$ cat src/rtl/vga_draw_arbiter.sv
// vga_draw_arbiter
// Shares one vga_adapter pixel-write port among four rectangle-draw
// requesters. Arbitration is round-robin, and each granted rectangle is
// drawn at one pixel per clock in raster order. Pixels that fall off the
// screen are suppressed, but each one still uses its cycle.
//
// Ports
//   clock        system clock
//   resetn       synchronous active-low reset
//   req[3:0]     request per requester
//   rect_x/y     packed start coordinates, requester i at [8i+7:8i]
//   rect_w/h     packed width/height, requester i at [8i+7:8i]
//   rect_colour  packed colour, requester i at [3i+2:3i]
//   gnt[3:0]     one-hot grant, held for the whole transaction
//   done[3:0]    one-cycle completion pulse to the granted requester
//   busy         high whenever the arbiter is not idle
//   x, y, colour, plot  pixel write to vga_adapter
module vga_draw_arbiter #(
  parameter int unsigned X_MAX = 160,
  parameter int unsigned Y_MAX = 120
) (
  input  logic        clock,
  input  logic        resetn,
  input  logic [3:0]  req,
  input  logic [31:0] rect_x,
  input  logic [31:0] rect_y,
  input  logic [31:0] rect_w,
  input  logic [31:0] rect_h,
  input  logic [11:0] rect_colour,
  output logic [3:0]  gnt,
  output logic [3:0]  done,
  output logic        busy,
  output logic [7:0]  x,
  output logic [7:0]  y,
  output logic [2:0]  colour,
  output logic        plot
);

  localparam int unsigned N_REQ = 4;
  localparam int unsigned CW    = 8;   // coordinate / size width
  localparam int unsigned COLW  = 3;

  typedef enum logic [1:0] {
    S_IDLE,
    S_LOAD,
    S_DRAW,
    S_DONE
  } state_t;

  state_t          state, state_d;
  logic [3:0]      gnt_d, done_d;
  logic            busy_d;
  logic [CW-1:0]   x_d, y_d;
  logic [COLW-1:0] colour_d;
  logic            plot_d;

  logic [1:0]      ptr, ptr_d;     // round-robin scan start
  logic [1:0]      idx, idx_d;     // index of the granted requester
  logic [CW-1:0]   bx, by, bw, bh; // latched rectangle
  logic [CW-1:0]   bx_d, by_d, bw_d, bh_d;
  logic [COLW-1:0] bc, bc_d;
  logic [CW-1:0]   cx, cy, cx_d, cy_d; // offset of the pixel now on the bus

  // Per-requester views of the packed rectangle fields
  logic [CW-1:0]   fx [N_REQ];
  logic [CW-1:0]   fy [N_REQ];
  logic [CW-1:0]   fw [N_REQ];
  logic [CW-1:0]   fh [N_REQ];
  logic [COLW-1:0] fc [N_REQ];

  always_comb begin
    for (int i = 0; i < int'(N_REQ); i++) begin
      fx[i] = rect_x[CW*i +: CW];
      fy[i] = rect_y[CW*i +: CW];
      fw[i] = rect_w[CW*i +: CW];
      fh[i] = rect_h[CW*i +: CW];
      fc[i] = rect_colour[COLW*i +: COLW];
    end
  end

  // Round-robin pick: first set req bit at or above ptr, wrapping 3->0
  logic       arb_found;
  logic [1:0] arb_idx;
  logic [1:0] cand;

  always_comb begin
    arb_found = 1'b0;
    arb_idx   = ptr;
    cand      = ptr;
    for (int k = 0; k < int'(N_REQ); k++) begin
      cand = ptr + 2'(k);
      if (!arb_found && req[cand]) begin
        arb_found = 1'b1;
        arb_idx   = cand;
      end
    end
  end

  // Raster step from the pixel now on the bus
  logic          last_col, last_row;
  logic [CW-1:0] nx, ny;

  always_comb begin
    last_col = (cx == bw - 8'd1);
    last_row = (cy == bh - 8'd1);
    nx       = last_col ? 8'd0 : cx + 8'd1;
    ny       = last_col ? cy + 8'd1 : cy;
  end

  // Next-state and registered-output logic
  logic          emit;
  logic [CW-1:0] px, py;
  logic [CW:0]   sum_x, sum_y;

  always_comb begin
    state_d  = state;
    gnt_d    = gnt;
    done_d   = 4'd0;
    busy_d   = busy;
    x_d      = x;
    y_d      = y;
    colour_d = colour;
    plot_d   = 1'b0;
    ptr_d    = ptr;
    idx_d    = idx;
    bx_d     = bx;
    by_d     = by;
    bw_d     = bw;
    bh_d     = bh;
    bc_d     = bc;
    cx_d     = cx;
    cy_d     = cy;
    emit     = 1'b0;
    px       = 8'd0;
    py       = 8'd0;
    sum_x    = 9'd0;
    sum_y    = 9'd0;

    case (state)
      S_IDLE: begin
        if (arb_found) begin
          state_d = S_LOAD;
          gnt_d   = 4'd1 << arb_idx;
          idx_d   = arb_idx;
          bx_d    = fx[arb_idx];
          by_d    = fy[arb_idx];
          bw_d    = fw[arb_idx];
          bh_d    = fh[arb_idx];
          bc_d    = fc[arb_idx];
          cx_d    = 8'd0;
          cy_d    = 8'd0;
        end
      end
      S_LOAD: begin
        if (bw == 8'd0 || bh == 8'd0) begin
          state_d = S_DONE;
          done_d  = gnt;
        end else begin
          // First pixel goes onto the bus as DRAW begins
          state_d = S_DRAW;
          emit    = 1'b1;
        end
      end
      S_DRAW: begin
        if (last_col && last_row) begin
          state_d = S_DONE;
          done_d  = gnt;
        end else begin
          emit = 1'b1;
          px   = nx;
          py   = ny;
          cx_d = nx;
          cy_d = ny;
        end
      end
      S_DONE: begin
        state_d = S_IDLE;
        gnt_d   = 4'd0;
        ptr_d   = idx + 2'd1;
      end
      default: state_d = S_IDLE;
    endcase

    // 9-bit sums so off-screen pixels are dropped instead of wrapping
    if (emit) begin
      sum_x    = {1'b0, bx} + {1'b0, px};
      sum_y    = {1'b0, by} + {1'b0, py};
      x_d      = sum_x[CW-1:0];
      y_d      = sum_y[CW-1:0];
      colour_d = bc;
      plot_d   = (sum_x < 9'(X_MAX)) && (sum_y < 9'(Y_MAX));
    end

    busy_d = (state_d != S_IDLE);
  end

  // State and output registers
  always_ff @(posedge clock) begin
    if (!resetn) begin
      state  <= S_IDLE;
      gnt    <= 4'd0;
      done   <= 4'd0;
      busy   <= 1'b0;
      x      <= 8'd0;
      y      <= 8'd0;
      colour <= 3'd0;
      plot   <= 1'b0;
      ptr    <= 2'd0;
      idx    <= 2'd0;
      bx     <= 8'd0;
      by     <= 8'd0;
      bw     <= 8'd0;
      bh     <= 8'd0;
      bc     <= 3'd0;
      cx     <= 8'd0;
      cy     <= 8'd0;
    end else begin
      state  <= state_d;
      gnt    <= gnt_d;
      done   <= done_d;
      busy   <= busy_d;
      x      <= x_d;
      y      <= y_d;
      colour <= colour_d;
      plot   <= plot_d;
      ptr    <= ptr_d;
      idx    <= idx_d;
      bx     <= bx_d;
      by     <= by_d;
      bw     <= bw_d;
      bh     <= bh_d;
      bc     <= bc_d;
      cx     <= cx_d;
      cy     <= cy_d;
    end
  end

endmodule

$ cat config.mk
export PLATFORM = sky130hd
export DESIGN_NAME = vga_draw_arbiter
export DESIGN_NICKNAME = d
export VERILOG_FILES = /design/src/rtl/vga_draw_arbiter.sv
export SDC_FILE = /design/constraint.sdc
export NUM_CORES = 1
export LEC_CHECK = 0
export ABC_AREA = 1
export BUFFER_PORTS_ARGS = -buffer_cell sky130_fd_sc_hd__buf_2
export CORE_MARGIN = 3
export CORE_UTILIZATION = 40
export CTS_BUF_LIST = sky130_fd_sc_hd__clkbuf_8
export DETAILED_ROUTE_END_ITERATION = 8
export PLACE_DENSITY = 0.64
export SETUP_SLACK_MARGIN = 0.1
export SLEW_MARGIN = 20
export SYNTH_ARGS = -nofsm -noshare
export SYNTH_HDL_FRONTEND = slang
export SYNTH_SLANG_ARGS = --single-unit
$ cat constraint.sdc
create_clock -name clock -period 5.5 [get_ports clock]
set_clock_uncertainty 0.1 [all_clocks]
set_input_delay 0 -clock clock [delete_from_list [all_inputs] [get_ports clock]]
set_output_delay 0 -clock clock [all_outputs]
set_load 0.1 [all_outputs]
# [Word-level counts from Yosys, hierarchy flattened]
# Cells that the tools add are included.
[word_totals] register_bits=86 input_bits=146 out_inout_bits=29
[op_classes] order_cmp=7 bitwise=1 mux=53 addsub=10 n_reduce_logical=19 shift=1 n_eq_ne=7
[op_table] op="$mux W8" count=17
[op_table] op="$bmux W8 S2" count=4
[op_table] op="$pmux W8 S2" count=2
[op_table] op="$add A8 B8 Y9" count=2
[op_table] op="$add A8 B1 Y8 const B" count=2
[op_table] op="$eq A8 B8 Y1" count=2
[op_table] op="$logic_not A8 Y1" count=2
[op_table] op="$pmux W4 S2" count=2
[op_table] op="$sub A8 B1 Y8 const B" count=2
[op_table] op="$lt A2 B3 Y1 const B" count=4
[op_table] op="$mux W4" count=3
[op_table] op="$mux W1" count=11
[op_table] op="$mux W2" count=5
[op_table] op="$lt A9 B7 Y1 const B" count=1
[op_table] op="$lt A9 B8 Y1 const B" count=1
[op_table] op="$bmux W1 S2" count=4
[op_table] op="$pmux W2 S4" count=1
[op_table] op="$bmux W3 S2" count=1
[op_table] op="$mux W3" count=2
[op_table] op="$reduce_and A2 Y1" count=3
[op_table] op="$reduce_bool A2 Y1" count=3
[op_table] op="$logic_and A1 B1 Y1" count=5
[op_table] op="$add A2 B1 Y2 const B" count=2
[op_table] op="$add A2 B2 Y2 const B" count=2
[op_table] op="11 further kinds" count=15

# [Longest topological paths before layout]
# Gate-level depths: netlist of run 1.
[logic_depth] depth_word=16 depth_mapped=30 depth_no_buf=29

# [Worst setup path after synthesis of run 1]
# Ideal clock, no wire load.
[synth_path] kind="reg-to-reg" start="reg bw[0]" end="reg plot" path_buffers=1 t_arrival_ns=3.121 required_ns=5.322 path_stages_with_launch=25 setup_time_ns=0.078 period_less_slack_ns=3.299 path_slack_ns=2.201 path_cell_list="dfxtp_1 > inv_1 > ha_1 > nand3_1 > nor2_1 > nand2_1 > nand3_1 > nand2_1 > nand3_1 > buf_2 > clkinv_1 > nand2_1 > nand3_1 > nor2_1 > ha_1 > inv_1 > fa_1 > inv_1 > nand4_1 > o211ai_1 > xnor2_1 > nor2_1 > nand2_1 > nand4_1 > nor3_1"
[synth_via] elab_chain_len=8 word_cells_on_any_way=20 cone_classes="add/sub (3); order compare (2); eq/ne (1); mux (9); reduce/logical (5)"
[synth_lines] element="from (decl)" line="59" rtl="logic [CW-1:0] bx, by, bw, bh;"
[synth_lines] element="from (signal assigned)" line="230" rtl="bw <= bw_d;"
[synth_lines] element="$sub A8 B1 Y8" line="104" rtl="last_col = (cx == bw - 8'd1);"
[synth_lines] element="$eq A8 B8 Y1" line="104"
[synth_lines] element="$mux W8, or another cell as far along" line="106" rtl="nx = last_col ? 8'd0 : cx + 8'd1;"
[synth_lines] element="$mux W8" line="165" rtl="if (last_col && last_row) begin"
[synth_lines] element="$mux W8" line="139" rtl="case (state)"
[synth_lines] element="$add A8 B8 Y9, on equally long branches" line="186, 187"
[synth_lines] element="$lt A9 B8 Y1 or $lt A9 B7 Y1 (tied branches)" line="191" rtl="plot_d = (sum_x < 9'(X_MAX)) && (sum_y < 9'(Y_MAX));"
[synth_lines] element="$logic_and A1 B1 Y1" line="191"
[synth_lines] element="to (signal assigned)" line="225" rtl="plot <= plot_d;"
[synth_lines] element="to (decl)" line="36" rtl="output logic plot"
# Several ways; a longest one is shown, not always the timed one.
# A chain may end at the register's enable or synchronous reset.

# [Worst setup path in the final report of run 1]
[layout_path] start="reg ptr[0]" end="reg by[3]"
[layout_via] elab_chain_len=16 word_cells_on_any_way=29 cone_classes="add/sub (3); mux (18); bitwise (1); reduce/logical (7)"
[layout_lines] element="from (decl)" line="57" rtl="logic [1:0] ptr, ptr_d;"
[layout_lines] element="from (signal assigned)" line="226" rtl="ptr <= ptr_d;"
[layout_lines] element="parallel branches: the longest is 16 deep, another holds $add A2 B1 Y2"
[layout_lines] element="to (signal assigned)" line="229" rtl="by <= by_d;"
[layout_lines] element="to (decl)" line="59"
# Several ways; the timed one is not identified. The select of a mux whose other input is x is not followed.

==> impl_metrics.ini, run 1 <==
[outcome]
status = completed

[setup_path]
r2r_start = ptr[0]$_SDFFE_PN0P_
endpoint_kind = flip-flop
crit_start = ptr[0]$_SDFFE_PN0P_
cp.arrival_ps = 4700
path_class = flip-flop to flip-flop
start_kind = flip-flop
worstPathRequired_ps = 5680
ff2ff_path_depth = 18
worst-path-max-fanout = 74

[clocking]
htree_levels = 3
clk_latency_ps = 390
cts.sinks = 86
cts_max_path_buffers = 2
cts_tree = yes
cts-root-buf = clkbuf_8
cts_resized = 0
clk_pin_slew_worst_paths_ps = 90
numCtsBuffers = 9

[finish]
drive_above_1_share = 0.152
antenna_cells = 0
instances_no_fill = 1633
num-nets-final = 1586
syn_to_final_growth_pct = 31.9

[floorplanning]
die-area_mm2 = 0.0185
start_util = 0.418
die_w_um = 136
die_h_um = 136
core_mm2 = 0.0162
io_pins = 175
row_count = 46

[detailed_routing]
wire_per_inst_um = 12.6
wl_um = 20700
vias = 7875
drt_iter0_drc = 598
drc = 0
via_per_inst = 4.82
drtPass1Iterations = 5
ant_nets = 0

[synth]
synthArstFlopShare = 0
yosys.area.top_type = dfxtp_1
netlist_instances = 1175
synth_ff_type = dfxtp_1
syn_avg_cell_area_um2 = 5.77
synth_most_common_cell = nand2_1
yosys.cell_types.count = 38
yosys-top-cells-count = nand2_1 (438), nand3_1 (172), inv_1 (120), nor2_1 (113), dfxtp_1 (86)
syn_nets = 1349
yosys_warnings = 0
ys_ff_latch = 86
synth.cell_area_mm2 = 0.00678
yosys-top-cells-area = dfxtp_1 (25%), nand2_1 (24%), nand3_1 (13%), inv_1 (6.6%), nor2_1 (6.3%)
yosysTopAreaCellShare = 0.254
synth_edf_count = 0
yosysSeqAreaShare = 0.254

[power_and_ir_drop]
pwr_density_cell_mw_per_mm2 = 581
p_sw_mw = 2.68
pwr-share-comb = 0.700
leakage_nw = 4.95
switching_share = 0.515
p_int_mw = 2.52
clkPwrFrac = 0.108
power_frac_seq = 0.192
vdd_drop_max_mv = 0.389

[sta]
period_share = 0.822
fin_setup_tns_ps = 0
fmax_mhz = 221
rsz0062_at_grt = no
hold_viol = 0
whs_ps = 34.4
period_needed_ps = 4520
setup_viol = 0
tightest_slew_ps = 928
slew_violations = 0
slew_headroom = 0.381

[grt]
antenna_found_initial = 0
grt_overflow = 0
grt_usage = 0.226
grt_pass1_wl_um = 34100
grt_max_degree = 75
grt_pass1_vias = 7284

[placement]
gp_congestion = 0.907
dp.final_hpwl_um = 14900
numPortBuffers = 174
place_inst = 1514

[worst_hold_path]
worstHoldStart = rect_h[2]
hold_path_depth = 7
min_path_type = input port to flip-flop

[job]
maxCapViolations = 0
==> stage by stage <==
step / power [mW] / util / worst slack, ps / instance area [um^2]
finish: 5.20 / 0.551 / 977 / 8940
global route: 5.75 / 0.551 / 524 / 8940
CTS: 5.18 / 0.551 / 1020 / 8940
detailed placement: 4.10 / 0.472 / 1690 / 7660
global placement: 4.10 / 0.472 / 1750 / 7660
floorplan: 3.53 / - / 2200 / 6780
==> flip-flops by register name, indices dropped and copies added (netlist names) <==
register  flops
ptr           2
bc            3
plot          1
y             8
busy          1
by            8
bx            8
cy            8
state         2
cx            8
idx           2
gnt           4
bw            8
bh            8
x             8
colour        3
done          4
==> layout by cell type, fill, tap and decap left out, drive strengths merged <==
master         n
ha            26
clkbuf        10
bufinv         3
dlygate4sd3  103
xnor2         11
inv          126
o21bai         1
nand2        441
nor4           2
xor2          14
or2            1
dfxtp         86
clkinv         5
buf          181
o211ai         4
nor3           4
nor2         115
nand3b         4
nand4          9
nand3        174
a31oi          2
a2111o         1
fa             2
o21ai         28
a21o           2
o221ai         1
o22ai          1
a21oi         60
==> power by group through the flow <==
stage	logic (mW)	registers, mW	clock network, mW
CTS	3.62	0.995	0.569
detailed placement	3.10	1.01	0
global placement	3.10	1.01	0
finish	3.64	0.996	0.561
floorplan	2.31	1.22	0
global route	4.13	1.02	0.596
==> final timing paths <==
path,end,slack [ps]
setup reg to reg,by[3]$_SDFFE_PN0P_,980
hold reg to reg,done[2]$_SDFF_PN0_,360
hold / removal,bh[2]$_SDFFE_PN0P_,30
setup / recovery,by[3]$_SDFFE_PN0P_,980
==> cells by family (layout without fill, tap and decap cells) <==
logic type	count (synthesis)	count (layout)	share of synthesized area
compound gates	100	100	0.0801
fa+ha+maj	28	28	0.0539
xor+xnor	25	25	0.0334
buf+inv	186	428	0.117
simple gates	750	750	0.461
flops	86	86	0.254
==> metal layers <==
metal	track usage	wire, um
met5	0	0
met3	0.0300	1160
met4	0.0784	435
met2	0.376	9650
met1	0.300	9400
==> what timing repair did <==
| action | in CTS | in global routing |
|---|---|---|
| hold buffers | 103 | 0 |
| setup buffers | 0 | 0 |
| hold endpoints to repair | 35 | 0 |
==> area by class of cell <==
class	instances	area, um^2
fill	1668	7290
multi-input combinational	903	4270
timing repair buffer	284	1950
sequential	86	1720
inverter	128	480
tap	216	270
clock buffer	10	138
clock inverter	6	109
==> worst max-delay path, stage by stage (launching register included) <==
cell and delay (ps):
dfxtp_1 580, inv_2 110, nand2_1 80, nand2_1 70
o21ai_0 340, nand2_1 130, nand2_1 70, nand2_1 60
nand2_2 50, buf_4 520, nand2_4 570, nand2_1 220
nand2_1 70, dlygate4sd3_1 560, nand2_1 70, nand3_1 80
dlygate4sd3_1 590, nand2_1 60, inv_1 30
Power figures use the tool's default switching activity.
==> inputs of run 2 (changes only) <==
PLACE_DENSITY = 0.67   (was 0.64)
clock period = 4.1 ns   (was 5.5 ns; I/O delays follow)
==> run 2 against run 1 <==
Via count up 0.25%. Highest routed layer unchanged. Critical path type unchanged. Largest power group unchanged. Power up 30%. Core utilization about the same. Hold slack worse by 6.9 ps. Flip-flop and latch count unchanged.
==> impl_metrics.ini, run 2 (same netlist as run 1, synthesis figures left out) <==
[outcome]
status = completed

[sta]
fin_setup_tns_ps = 0
slew_headroom = 0.523
tightest_slew_ps = 716
rsz0062_at_grt = no
fmax_mhz = 270
setup_viol = 0
period_needed_ps = 3700
hold_viol = 0
period_share = 0.903
slew_violations = 0
whs_ps = 27.5

[power_and_ir_drop]
power_frac_seq = 0.198
leakage_nw = 4.94
vdd_drop_max_mv = 0.397
pwr-share-comb = 0.723
p_sw_mw = 3.57
pwr_density_cell_mw_per_mm2 = 753
switching_share = 0.530
p_int_mw = 3.17
clkPwrFrac = 0.079

[floorplanning]
die-area_mm2 = 0.0185
core_mm2 = 0.0162
die_h_um = 136
start_util = 0.418
io_pins = 175
row_count = 46
die_w_um = 136

[placement]
dp.final_hpwl_um = 14900
place_inst = 1517
numPortBuffers = 174
placed_area_mm2 = 0.00769
gp_congestion = 0.875

[clocking]
cts.sinks = 86
cts_max_path_buffers = 2
htree_levels = 3
clk_pin_slew_worst_paths_ps = 80
cts-root-buf = clkbuf_8
clk_latency_ps = 380
cts_tree = yes
numCtsBuffers = 9

[detailed_routing]
vias = 7895
drtPass1Iterations = 5
wl_um = 20100
ant_nets = 0
wire_per_inst_um = 12.3
drt_iter0_drc = 502
via_per_inst = 4.82
drc = 0

[setup_path]
worstPathCellList = inv_2 -> o21ai_1 -> nand2_1 -> o21ai_1 -> nand3_2 -> nand2_4 -> nand2_4 -> buf_12 -> nand2_1 -> nand2_1 -> dlygate4sd3_1 -> nand2_1 -> nand3_1 -> dlygate4sd3_1 -> nand2_1 -> inv_1
worstPathRequired_ps = 4280
start_kind = flip-flop
endpoint_kind = flip-flop
critical_path.slowest_cell = dlygate4sd3_1
worst-path-max-fanout = 59
path_class = flip-flop to flip-flop
cpPeakStageDelay_ps = 600
cp.arrival_ps = 3890
cp_common_cell = nand2_1

[finish]
num-nets-final = 1593
final_common_cell = nand2_1
antenna_cells = 0
syn_to_final_growth_pct = 32.0
final_cell_mix = nand2_1 (437), buf_2 (174), nand3_1 (172), inv_1 (120), nor2_1 (113)
instances_no_fill = 1638
drive_above_1_share = 0.154
fin_area_mm2 = 0.00894

[grt]
grt_pass1_vias = 7366
grt_usage = 0.224
grt_max_degree = 71
grt_overflow = 0
grt_pass1_wl_um = 34100
antenna_found_initial = 0

[job]
maxCapViolations = 0

[worst_hold_path]
min_path_type = input port to flip-flop
run 2: changes by cell type in the layout (fill, tap and decap cells not counted):
cell / change
bufinv_16: -3
clkinvlp_4: +3
dlygate4sd3_1: +3
buf_4: +2
o21ai_0: -2
o21ai_1: +2
buf_12: +1
buf_6: +1
clkinv_1: -1
clkinv_4: -1
dfxtp_1: -1
dfxtp_2: +1
nand2_2: -1
nand2_4: +1
run 2: through the flow:
| step | worst slack [ps] | util | power, mW |
|---|---|---|---|
| 2_1_floorplan | 801 | - | 4.74 |
| 3_5_place_dp | 470 | 0.474 | 5.54 |
| 4_1_cts | 119 | 0.549 | 6.72 |
| 6_report | 396 | 0.551 | 6.73 |
| 5_1_grt | 82.0 | 0.551 | 7.48 |
| 3_3_place_gp | 594 | 0.474 | 5.53 |
run 2: layout make-up:
type	instances	area [um^2]
well taps	216	270
clock buffers	10	138
flip-flops and latches	86	1720
fillers	1665	7290
clock inverters	4	25.0
multi-input cells	903	4270
repair buffers	291	2030
inverters	128	484
run 2: repair_timing:
item	in CTS	in global routing
endpoints found under the hold margin	35	0
buffers inserted	0	1
hold buffers	106	0
resized for setup	0	7
setup endpoints to repair	0	27
run 2: metal layers:
| layer | vias to the layer above | global-route usage | part of all wire |
|---|---|---|---|
| li1 | 4176 | - | - |
| met1 | 3457 | 0.297 | 0.46 |
| met2 | 232 | 0.362 | 0.46 |
| met3 | 30 | 0.0396 | 0.055 |
| met4 | 0 | 0.0840 | 0.029 |
| met5 | - | 0 | 0 |
run 2: final timing paths:
check	depth (start not counted)	endpoint	startpoint	slack, ps
hold reg to reg	2	done[3]$_SDFF_PN0_	gnt[3]$_SDFFE_PN0P_	360
setup reg to reg	16	bx[1]$_SDFFE_PN0P_	ptr[0]$_SDFFE_PN0P_	400
hold / removal	7	by[1]$_SDFFE_PN0P_	rect_y[1]	30
setup / recovery	16	bx[1]$_SDFFE_PN0P_	ptr[0]$_SDFFE_PN0P_	400
run 2: worst max-delay path: cells and delay by family (launching register included):
family	cells	cell delay (ps)
AOI/OAI and AO/OA	2	440
buffers and inverters	5	1500
DFF	1	460
and+or+nand+nor	9	1050
run 2: power groups by stage:
stage               clock network [mW]  logic (mW)  registers, mW
global route                     0.586        5.52           1.37
floorplan                            0        3.10           1.64
detailed placement                   0        4.19           1.35
finish                           0.531        4.87           1.33
global placement                     0        4.18           1.35
CTS                              0.549        4.84           1.33
==> inputs of run 3 (changes only) <==
CORE_ASPECT_RATIO = 0.9   (was not set)
MAX_ROUTING_LAYER = met4   (was not set)
PLACE_DENSITY = 0.72   (was 0.67)
==> run 3 against run 2 <==
Hold slack got worse by 15 ps. Clock power rose by 16%. Power rose by 0.87%. Clock-buffer cell count rose by 1. Die area barely moved. Critical path depth fell by 2.
==> impl_metrics.ini, run 3 (same netlist as run 1, synthesis figures left out) <==
[setup_path]
critical_path.slowest_cell = dlygate4sd3_1
cpPeakStageDelay_ps = 580
endpoint_kind = flip-flop
cp.arrival_ps = 3850
worstPathCellList = xnor2_2 -> inv_2 -> o21ai_1 -> nand3_2 -> nand2_2 -> clkbuf_8 -> nand3_1 -> nand2_1 -> dlygate4sd3_1 -> nand2_1 -> nand3_1 -> dlygate4sd3_1 -> nand2_1 -> inv_1
start_kind = flip-flop
cp_common_cell = nand2_1
path_class = flip-flop to flip-flop
worst-path-max-fanout = 70
path_buf_inv = 5
path_delay_family = buffers and inverters
worstPathRequired_ps = 4320

[finish]
final_cell_mix = nand2_1 (438), buf_2 (174), nand3_1 (172), inv_1 (122)
num-fill-cells = 1635
syn_to_final_growth_pct = 33.4
final-seq-area_mm2 = 0.00172
multi_input_area_mm2 = 0.00427
antenna_cells = 0
final_common_cell = nand2_1
num-nets-final = 1602
instances_no_fill = 1640
drive_above_1_share = 0.153

[grt]
grt_pass1_vias = 7924
grt_usage = 0.246
grt_overflow = 0
antenna_found_initial = 0
grt_max_degree = 71
grt_pass1_wl_um = 36200

[power_and_ir_drop]
p_sw_mw = 3.64
p_int_mw = 3.15
vdd_drop_max_mv = 0.547
power_frac_seq = 0.198
leakage_nw = 5.03
pwr_density_cell_mw_per_mm2 = 751
clkPwrFrac = 0.091
switching_share = 0.536
pwr-share-comb = 0.711

[floorplanning]
core_mm2 = 0.0164
row_count = 44
start_util = 0.414
die_w_um = 143
die_h_um = 129
die-area_mm2 = 0.0185
io_pins = 175

[worst_hold_path]
min_path_type = input port to flip-flop

[sta]
tightest_slew_ps = 730
slew_headroom = 0.513
rsz0062_at_grt = no
fmax_mhz = 275
period_share = 0.886
setup_viol = 0
period_needed_ps = 3630
slew_violations = 0
hold_viol = 0
fin_setup_tns_ps = 0

[detailed_routing]
via_per_inst = 5.03
vias = 8247
drtPass1Iterations = 8
ant_nets = 0
wl_um = 22100
wire_per_inst_um = 13.5
drc = 0
drt_iter0_drc = 487

[placement]
dp.final_hpwl_um = 15400
gp_congestion = 0.938
numPortBuffers = 174
place_inst = 1511

[job]
maxCapViolations = 0

[clocking]
cts.sinks = 86
clk_pin_slew_worst_paths_ps = 80
numCtsBuffers = 9
cts_tree = yes
cts-root-buf = clkbuf_8
post_cts_buffers = 0
clk_latency_ps = 380
cts_max_path_buffers = 2
htree_levels = 3

[outcome]
status = completed
==> run 3: power by group through the flow <==
stage	Sequential, mW	Combinational [mW]	Clock, mW
floorplan	1.64	3.10	0
global placement	1.36	4.19	0
detailed placement	1.36	4.23	0
CTS	1.34	4.77	0.628
global route	1.38	5.47	0.664
finish	1.35	4.83	0.616
==> run 3: worst register-to-register path: cells and delay by family (launching register included) <==
| kind | cells | cell delay [ps] |
|---|---|---|
| AO/OA/AOI/OAI | 1 | 370 |
| XOR/XNOR | 1 | 360 |
| buffers and inverters | 5 | 1640 |
| flip-flops | 1 | 390 |
| AND/OR/NAND/NOR | 7 | 730 |
==> run 3: through the flow <==
stage | cell area [um^2] | hold slack, ps | util | total power, mW | setup slack, ps
after floorplan | 6780 | 28.6 | - | 4.74 | 801
after global placement | 7700 | 286 | 0.471 | 5.55 | 668
after detailed placement | 7700 | 280 | 0.471 | 5.59 | 521
after CTS | 9030 | 1.15 | 0.552 | 6.74 | 247
after global routing | 9040 | 53.0 | 0.553 | 7.51 | 113
final | 9040 | 12.1 | 0.553 | 6.79 | 466
==> run 3: cell type report <==
| type | count | share of cell area |
|---|---|---|
| inverters | 128 | 0.0532 |
| clock inverters | 5 | 0.00554 |
| repair buffers | 300 | 0.233 |
| multi-input cells | 903 | 0.472 |
| clock buffers | 11 | 0.0167 |
| flip-flops and latches | 86 | 0.191 |
| well taps | 207 | 0.0287 |
==> run 3: per-layer routing <==
layer  global-route usage  vias to the layer above  part of all wire  routed length (um)
li1                     -                     4204                 -                   -
met1                0.282                     3716              0.42                9290
met2                0.425                      267              0.48               10700
met3               0.0458                       60             0.055                1230
met4                0.100                        0             0.040                 893
met5                    -                        -                 0                   0
==> run 3: repair_timing <==
item	in CTS	in global routing
resized for setup	0	3
hold buffers	113	0
hold endpoints to repair	33	0
setup endpoints to repair	0	10
==> run 3: worst paths after layout <==
kind	from	to	cells after the start	slack, ps
max	ptr[1]$_SDFFE_PN0P_	bx[3]$_SDFFE_PN0P_	14	470
min	rect_w[29]	bw[5]$_SDFFE_PN0P_	7	10
max reg2reg	ptr[1]$_SDFFE_PN0P_	bx[3]$_SDFFE_PN0P_	14	470
min reg2reg	idx[0]$_SDFFE_PN0P_	ptr[0]$_SDFFE_PN0P_	1	370
